===== config.mk =====
export PLATFORM = sky130hd
export DESIGN_NAME = std_mem_d1_loader_flat
export DESIGN_NICKNAME = d
export VERILOG_FILES = /design/src/rtl/std_mem_d1_loader_if.sv /design/src/rtl/std_mem_d1_loader.sv /design/src/flat_wrapper.sv
export SDC_FILE = /design/constraint.sdc
export NUM_CORES = 1
export LEC_CHECK = 0
export ABC_CLOCK_PERIOD_IN_PS = 2100
export CORE_MARGIN = 8
export CORE_UTILIZATION = 35
export DETAILED_ROUTE_END_ITERATION = 10
export PLACE_DENSITY_LB_ADDON = 0.08
export SLEW_MARGIN = 40
export SYNTH_ARGS = -nofsm -noshare
export SYNTH_HDL_FRONTEND = slang
export SYNTH_SLANG_ARGS = --single-unit

===== constraint.sdc =====
create_clock -name clk -period 2.1 [get_ports clk]
set_input_delay 0.63 -clock clk [delete_from_list [all_inputs] [get_ports clk]]
set_output_delay 0.63 -clock clk [all_outputs]
set_load 0.1 [all_outputs]

===== src/rtl/std_mem_d1_loader_if.sv =====
// Bundle between the loader and its environment: start/length control,
// the incoming valid/ready word stream and the write_en/done memory port.
interface std_mem_d1_loader_if #(
    parameter int WIDTH    = 32,
    parameter int IDX_SIZE = 4
);
    logic                go;
    logic [IDX_SIZE:0]   len;
    logic [WIDTH-1:0]    in_data;
    logic                in_valid;
    logic                in_ready;
    logic [IDX_SIZE-1:0] mem_addr0;
    logic [WIDTH-1:0]    mem_write_data;
    logic                mem_write_en;
    logic                mem_done;
    logic [IDX_SIZE:0]   count;
    logic                done;

    modport master (
        output go, len, in_data, in_valid, mem_done,
        input  in_ready, mem_addr0, mem_write_data, mem_write_en, count, done
    );

    modport slave (
        input  go, len, in_data, in_valid, mem_done,
        output in_ready, mem_addr0, mem_write_data, mem_write_en, count, done
    );
endinterface


===== src/rtl/std_mem_d1_loader.sv =====
// Fills a 1-D memory from address 0 upward with words drained from a
// valid/ready stream, one write_en/done transaction per word.
module std_mem_d1_loader #(
    parameter int WIDTH    = 32,
    parameter int SIZE     = 16,
    parameter int IDX_SIZE = 4
) (
    input logic                clk,
    input logic                reset,
    std_mem_d1_loader_if.slave bus
);
    localparam logic [IDX_SIZE:0]   SIZE_L   = SIZE[IDX_SIZE:0];
    localparam logic [IDX_SIZE:0]   CNT_ONE  = {{IDX_SIZE{1'b0}}, 1'b1};
    localparam logic [IDX_SIZE-1:0] ADDR_ONE = {{(IDX_SIZE-1){1'b0}}, 1'b1};

    if ((1 << IDX_SIZE) < SIZE) begin : g_size_check
        $error("std_mem_d1_loader: 2**IDX_SIZE must be >= SIZE");
    end

    typedef enum logic [2:0] {
        S_IDLE,
        S_ACCEPT,
        S_WRITE,
        S_WAIT,
        S_FIN
    } state_t;

    state_t              state, state_next;
    logic [IDX_SIZE:0]   len_clamp;
    logic [IDX_SIZE:0]   len_q;
    logic [IDX_SIZE:0]   count_q;
    logic [IDX_SIZE:0]   count_inc;
    logic [IDX_SIZE-1:0] addr_q;
    logic [WIDTH-1:0]    data_q;
    logic                in_ready_c;
    logic                write_en_c;
    logic                done_c;

    assign len_clamp = (bus.len > SIZE_L) ? SIZE_L : bus.len;
    assign count_inc = count_q + CNT_ONE;

    always_ff @(posedge clk or negedge reset) begin
        if (!reset) begin
            state <= S_IDLE;
        end else begin
            state <= state_next;
        end
    end

    always_comb begin
        state_next = state;
        unique case (state)
            S_IDLE: begin
                if (bus.go) begin
                    state_next = (len_clamp == '0) ? S_FIN : S_ACCEPT;
                end
            end
            S_ACCEPT: begin
                if (bus.in_valid) begin
                    state_next = S_WRITE;
                end
            end
            S_WRITE: state_next = S_WAIT;
            S_WAIT: begin
                if (bus.mem_done) begin
                    state_next = (count_inc == len_q) ? S_FIN : S_ACCEPT;
                end
            end
            S_FIN:   state_next = S_IDLE;
            default: state_next = S_IDLE;
        endcase
    end

    always_comb begin
        in_ready_c = 1'b0;
        write_en_c = 1'b0;
        done_c     = 1'b0;
        unique case (state)
            S_ACCEPT: in_ready_c = 1'b1;
            S_WRITE:  write_en_c = 1'b1;
            S_FIN:    done_c     = 1'b1;
            default:  ;
        endcase
    end

    // Run bookkeeping: length latch, word counter, address and write data.
    // The address only advances when more words remain, so it never wraps.
    always_ff @(posedge clk or negedge reset) begin
        if (!reset) begin
            len_q   <= '0;
            count_q <= '0;
            addr_q  <= '0;
            data_q  <= '0;
        end else begin
            unique case (state)
                S_IDLE: begin
                    if (bus.go) begin
                        len_q   <= len_clamp;
                        count_q <= '0;
                        addr_q  <= '0;
                    end
                end
                S_ACCEPT: begin
                    if (bus.in_valid) begin
                        data_q <= bus.in_data;
                    end
                end
                S_WAIT: begin
                    if (bus.mem_done) begin
                        count_q <= count_inc;
                        if (count_inc != len_q) begin
                            addr_q <= addr_q + ADDR_ONE;
                        end
                    end
                end
                default: ;
            endcase
        end
    end

    assign bus.in_ready       = in_ready_c;
    assign bus.mem_write_en   = write_en_c;
    assign bus.done           = done_c;
    assign bus.mem_addr0      = addr_q;
    assign bus.mem_write_data = data_q;
    assign bus.count          = count_q;
endmodule


===== src/flat_wrapper.sv =====
// flat-port wrapper written by rule: the top's interface ports become plain ports
module std_mem_d1_loader_flat 
#(
    parameter int WIDTH    = 32,
    parameter int SIZE     = 16,
    parameter int IDX_SIZE = 4
)
  (clk, reset, bus_go, bus_len, bus_in_data, bus_in_valid, bus_mem_done, bus_in_ready, bus_mem_addr0, bus_mem_write_data, bus_mem_write_en, bus_count, bus_done);
  std_mem_d1_loader_if #(.WIDTH(WIDTH), .IDX_SIZE(IDX_SIZE)) bus_i ();
  input logic clk;
  input logic reset;
  input wire logic [$bits(bus_i.go)-1:0] bus_go;
  input wire logic [$bits(bus_i.len)-1:0] bus_len;
  input wire logic [$bits(bus_i.in_data)-1:0] bus_in_data;
  input wire logic [$bits(bus_i.in_valid)-1:0] bus_in_valid;
  input wire logic [$bits(bus_i.mem_done)-1:0] bus_mem_done;
  output wire logic [$bits(bus_i.in_ready)-1:0] bus_in_ready;
  output wire logic [$bits(bus_i.mem_addr0)-1:0] bus_mem_addr0;
  output wire logic [$bits(bus_i.mem_write_data)-1:0] bus_mem_write_data;
  output wire logic [$bits(bus_i.mem_write_en)-1:0] bus_mem_write_en;
  output wire logic [$bits(bus_i.count)-1:0] bus_count;
  output wire logic [$bits(bus_i.done)-1:0] bus_done;
  assign bus_i.go = bus_go;
  assign bus_i.len = bus_len;
  assign bus_i.in_data = bus_in_data;
  assign bus_i.in_valid = bus_in_valid;
  assign bus_i.mem_done = bus_mem_done;
  assign bus_in_ready = bus_i.in_ready;
  assign bus_mem_addr0 = bus_i.mem_addr0;
  assign bus_mem_write_data = bus_i.mem_write_data;
  assign bus_mem_write_en = bus_i.mem_write_en;
  assign bus_count = bus_i.count;
  assign bus_done = bus_i.done;
  std_mem_d1_loader #(.WIDTH(WIDTH), .SIZE(SIZE), .IDX_SIZE(IDX_SIZE)) u_core (.clk(clk), .reset(reset), .bus(bus_i));
endmodule

==> flow_metrics.py <==
metrics = {
    "status": {
        "status": "finished, final reports clean",
    },
    "worst_setup_path": {
        "r2r_start": "u_core.bus.count[2]",
        "worst-endpoint-required_ns": 2.33,
        "critPathKind": "flop to flop",
        "critPathLaunchType": "flop",
        "cp_max_fo": 8,
        "crit_arrival_ns": 2.27,
        "startpoint": "u_core.bus.count[2]",
        "cp-end-kind": "flop",
    },
    "sta": {
        "rsz0062_at_grt": "true",
        "min_period_over_period": 0.972,
        "setup_viol": 0,
        "worstMarginPinSlew_ns": 0.508,
        "hold_violations": 0,
        "period_needed_ns": 2.04,
        "skew_ns": 0.00486,
        "slew_violations": 0,
        "slew_headroom": 0.659,
        "fin_tns_setup_ns": 0,
        "fmax_mhz": 490,
        "fin_ws_ns": 0.0584,
    },
    "floorplan": {
        "fp.dieArea_um2": 9080,
        "die_w_um": 95.3,
        "io_pins": 86,
        "rows": 29,
        "coreArea_um2": 6200,
        "start_util": 0.355,
        "die_height_um": 95.3,
    },
    "global_routing": {
        "grt_pass1_vias": 1844,
        "overflow": 0,
        "grt_pass1_wl_mm": 9.35,
        "antenna_found_initial": 0,
        "grtUsageTotal": 0.134,
        "grt_max_degree": 50,
    },
    "logic_synthesis": {
        "syn_area_per_cell_um2": 12.2,
        "syn_nets": 225,
        "seq_area_frac_synth": 0.557,
        "netlist_area_um2": 2200,
        "synth_seq_cells": 49,
        "synth-edff-count": 0,
        "synthFlopType": "dfrtp_1",
        "async_flop_share": 1.00,
        "yosys_warnings": 0,
        "synthCells": 181,
        "synth_cell_types": 45,
    },
    "placed_design": {
        "dpl_cell_area_um2": 3700,
        "gp_congestion": 0.838,
        "dp_hpwl_mm": 4.40,
        "io_buffers": 85,
        "dpl_worst_slack_ns": -0.0735,
    },
    "cts": {
        "insertion_delay_ns": 0.30,
        "clk_pin_slew_worst_paths_ns": 0.10,
        "htreeDepth": 2,
        "numCtsBuffers": 5,
        "cts_tree": "done",
        "cts_root_buffer": "clkbuf_8",
        "clk_path_buf_depth": 2,
        "clkSinkCount": 49,
    },
    "final_layout": {
        "fin_util": 0.632,
        "finalNetCount": 328,
        "area_growth_pct": 78.3,
        "final_layout_size_suffix_gt1_frac": 0.428,
        "antenna_cells": 0,
        "fin_area_um2": 3920,
    },
    "routing": {
        "vias_per_cell": 4.94,
        "vias": 1790,
        "wl_per_cell_um": 16.1,
        "drc_errors": 0,
        "ant_nets": 0,
        "drt-initial-drc-count": 68,
        "firstDrtPassIters": 4,
        "wirelength_mm": 5.83,
    },
    "hold_path": {
        "hp-class": "input pin to async pin",
    },
    "run": {
        "maxCapViolations": 0,
    },
}
## Yosys cell counts, types with 3 or more instances
master	count	share of area
a22o_1	3	0.012
nor3_1	5	0.011
nor2_1	8	0.014
nand3_1	5	0.011
inv_1	3	0.0051
buf_2	3	0.0068
nand3b_1	4	0.014
xor2_1	3	0.012
dfrtp_1	49	0.56
mux2_1	5	0.026
mux2_2	28	0.14
xnor2_1	3	0.012
o21ai_0	5	0.011
nand2_1	17	0.029
clkbuf_1	4	0.0068
## worst paths after layout
check / endpoint / cells after the start / slack (ns)
max: u_core.bus.mem_addr0[3] / 7 / 0.06
max reg2reg: u_core.bus.mem_addr0[3] / 7 / 0.06
min in group clk: u_core.len_q[1] / 2 / 0.50
min: u_core.bus.mem_write_data[31] / 2 / 0.30
min reg2reg: u_core.len_q[1] / 2 / 0.50
max in group asynchronous: u_core.bus.count[1] / 2 / 1.55
## timing repair
| item | CTS | global route |
|---|---|---|
| hold buffers | 0 | 0 |
| setup endpoints to repair | 2 | 7 |
| setup buffers | 1 | 7 |
| pin swaps | 1 | 1 |
| gates resized for setup | 3 | 7 |
## final cells by class
cell class | instances | area (um^2)
well taps | 77 | 96.3
flip-flops and latches | 49 | 1240
fillers | 503 | 2280
repair buffers | 103 | 1450
clock buffers | 5 | 68.8
clock inverters | 3 | 46.3
inverters | 5 | 18.8
multi-input cells | 120 | 1000
## cells in the final DEF (no fill, tap or decap), types with 2 or more instances in the layout
cell / n
mux2_2: 28
mux2_1: 5
inv_1: 3
nand3b_1: 4
nor2b_1: 2
buf_12: 46
nor2_1: 6
nand2_1: 17
a211oi_2: 2
or4_1: 2
xor2_1: 3
xnor2_1: 2
nor2_2: 2
clkdlybuf4s50_1: 40
o21ai_0: 5
dfrtp_1: 42
a21oi_1: 2
a22o_1: 3
buf_4: 16
dfrtp_2: 4
a211o_1: 2
dfrtp_4: 3
nor3_2: 3
clkbuf_8: 5
nand3_1: 5
## routing by layer
layer	wire, um	share of wire	track usage
met1	2180	0.37	0.146
met2	3060	0.53	0.230
met3	504	0.087	0.0591
met4	72	0.012	0.0429
met5	0	0	0
## flip-flops by register name (all words and copies together) (netlist names)
| register | flops |
|---|---|
| u_core.bus.mem_addr0 | 4 |
| u_core.bus.count | 5 |
| u_core.len_q | 5 |
| u_core.state | 3 |
| u_core.bus.mem_write_data | 32 |
## worst max-delay path, stage by stage (launching register included)
cell and delay, ns:
dfrtp_4 0.52, nor3b_1 0.15, o21a_1 0.19, o31ai_4 0.22
nor4_4 0.10, buf_4 0.16, or4_1 0.47, a21oi_1 0.16
## logic make-up (layout without fill, tap and decap cells)
logic type | count (synthesis) | after routing | share of synthesized area
AOI/OAI and AO/OA | 23 | 23 | 0.0807
xor gates and xnor gates | 6 | 6 | 0.0239
adders and majority gates | 2 | 2 | 0.0114
buffers and inverters | 12 | 116 | 0.0222
DFF | 49 | 49 | 0.557
muxes | 34 | 34 | 0.173
and+or+nand+nor | 55 | 55 | 0.131
## per-stage QoR
stage / std cells / hold WS, ns
detailed placement: 346 / 0.484
CTS: 355 / 0.304
finish: 362 / 0.296
floorplan: 181 / 0.334
global placement: 346 / 0.475
global route: 362 / 0.305
Power is not shown: default switching activity piles up to over one toggle a cycle in this logic, so the estimate is an artifact.
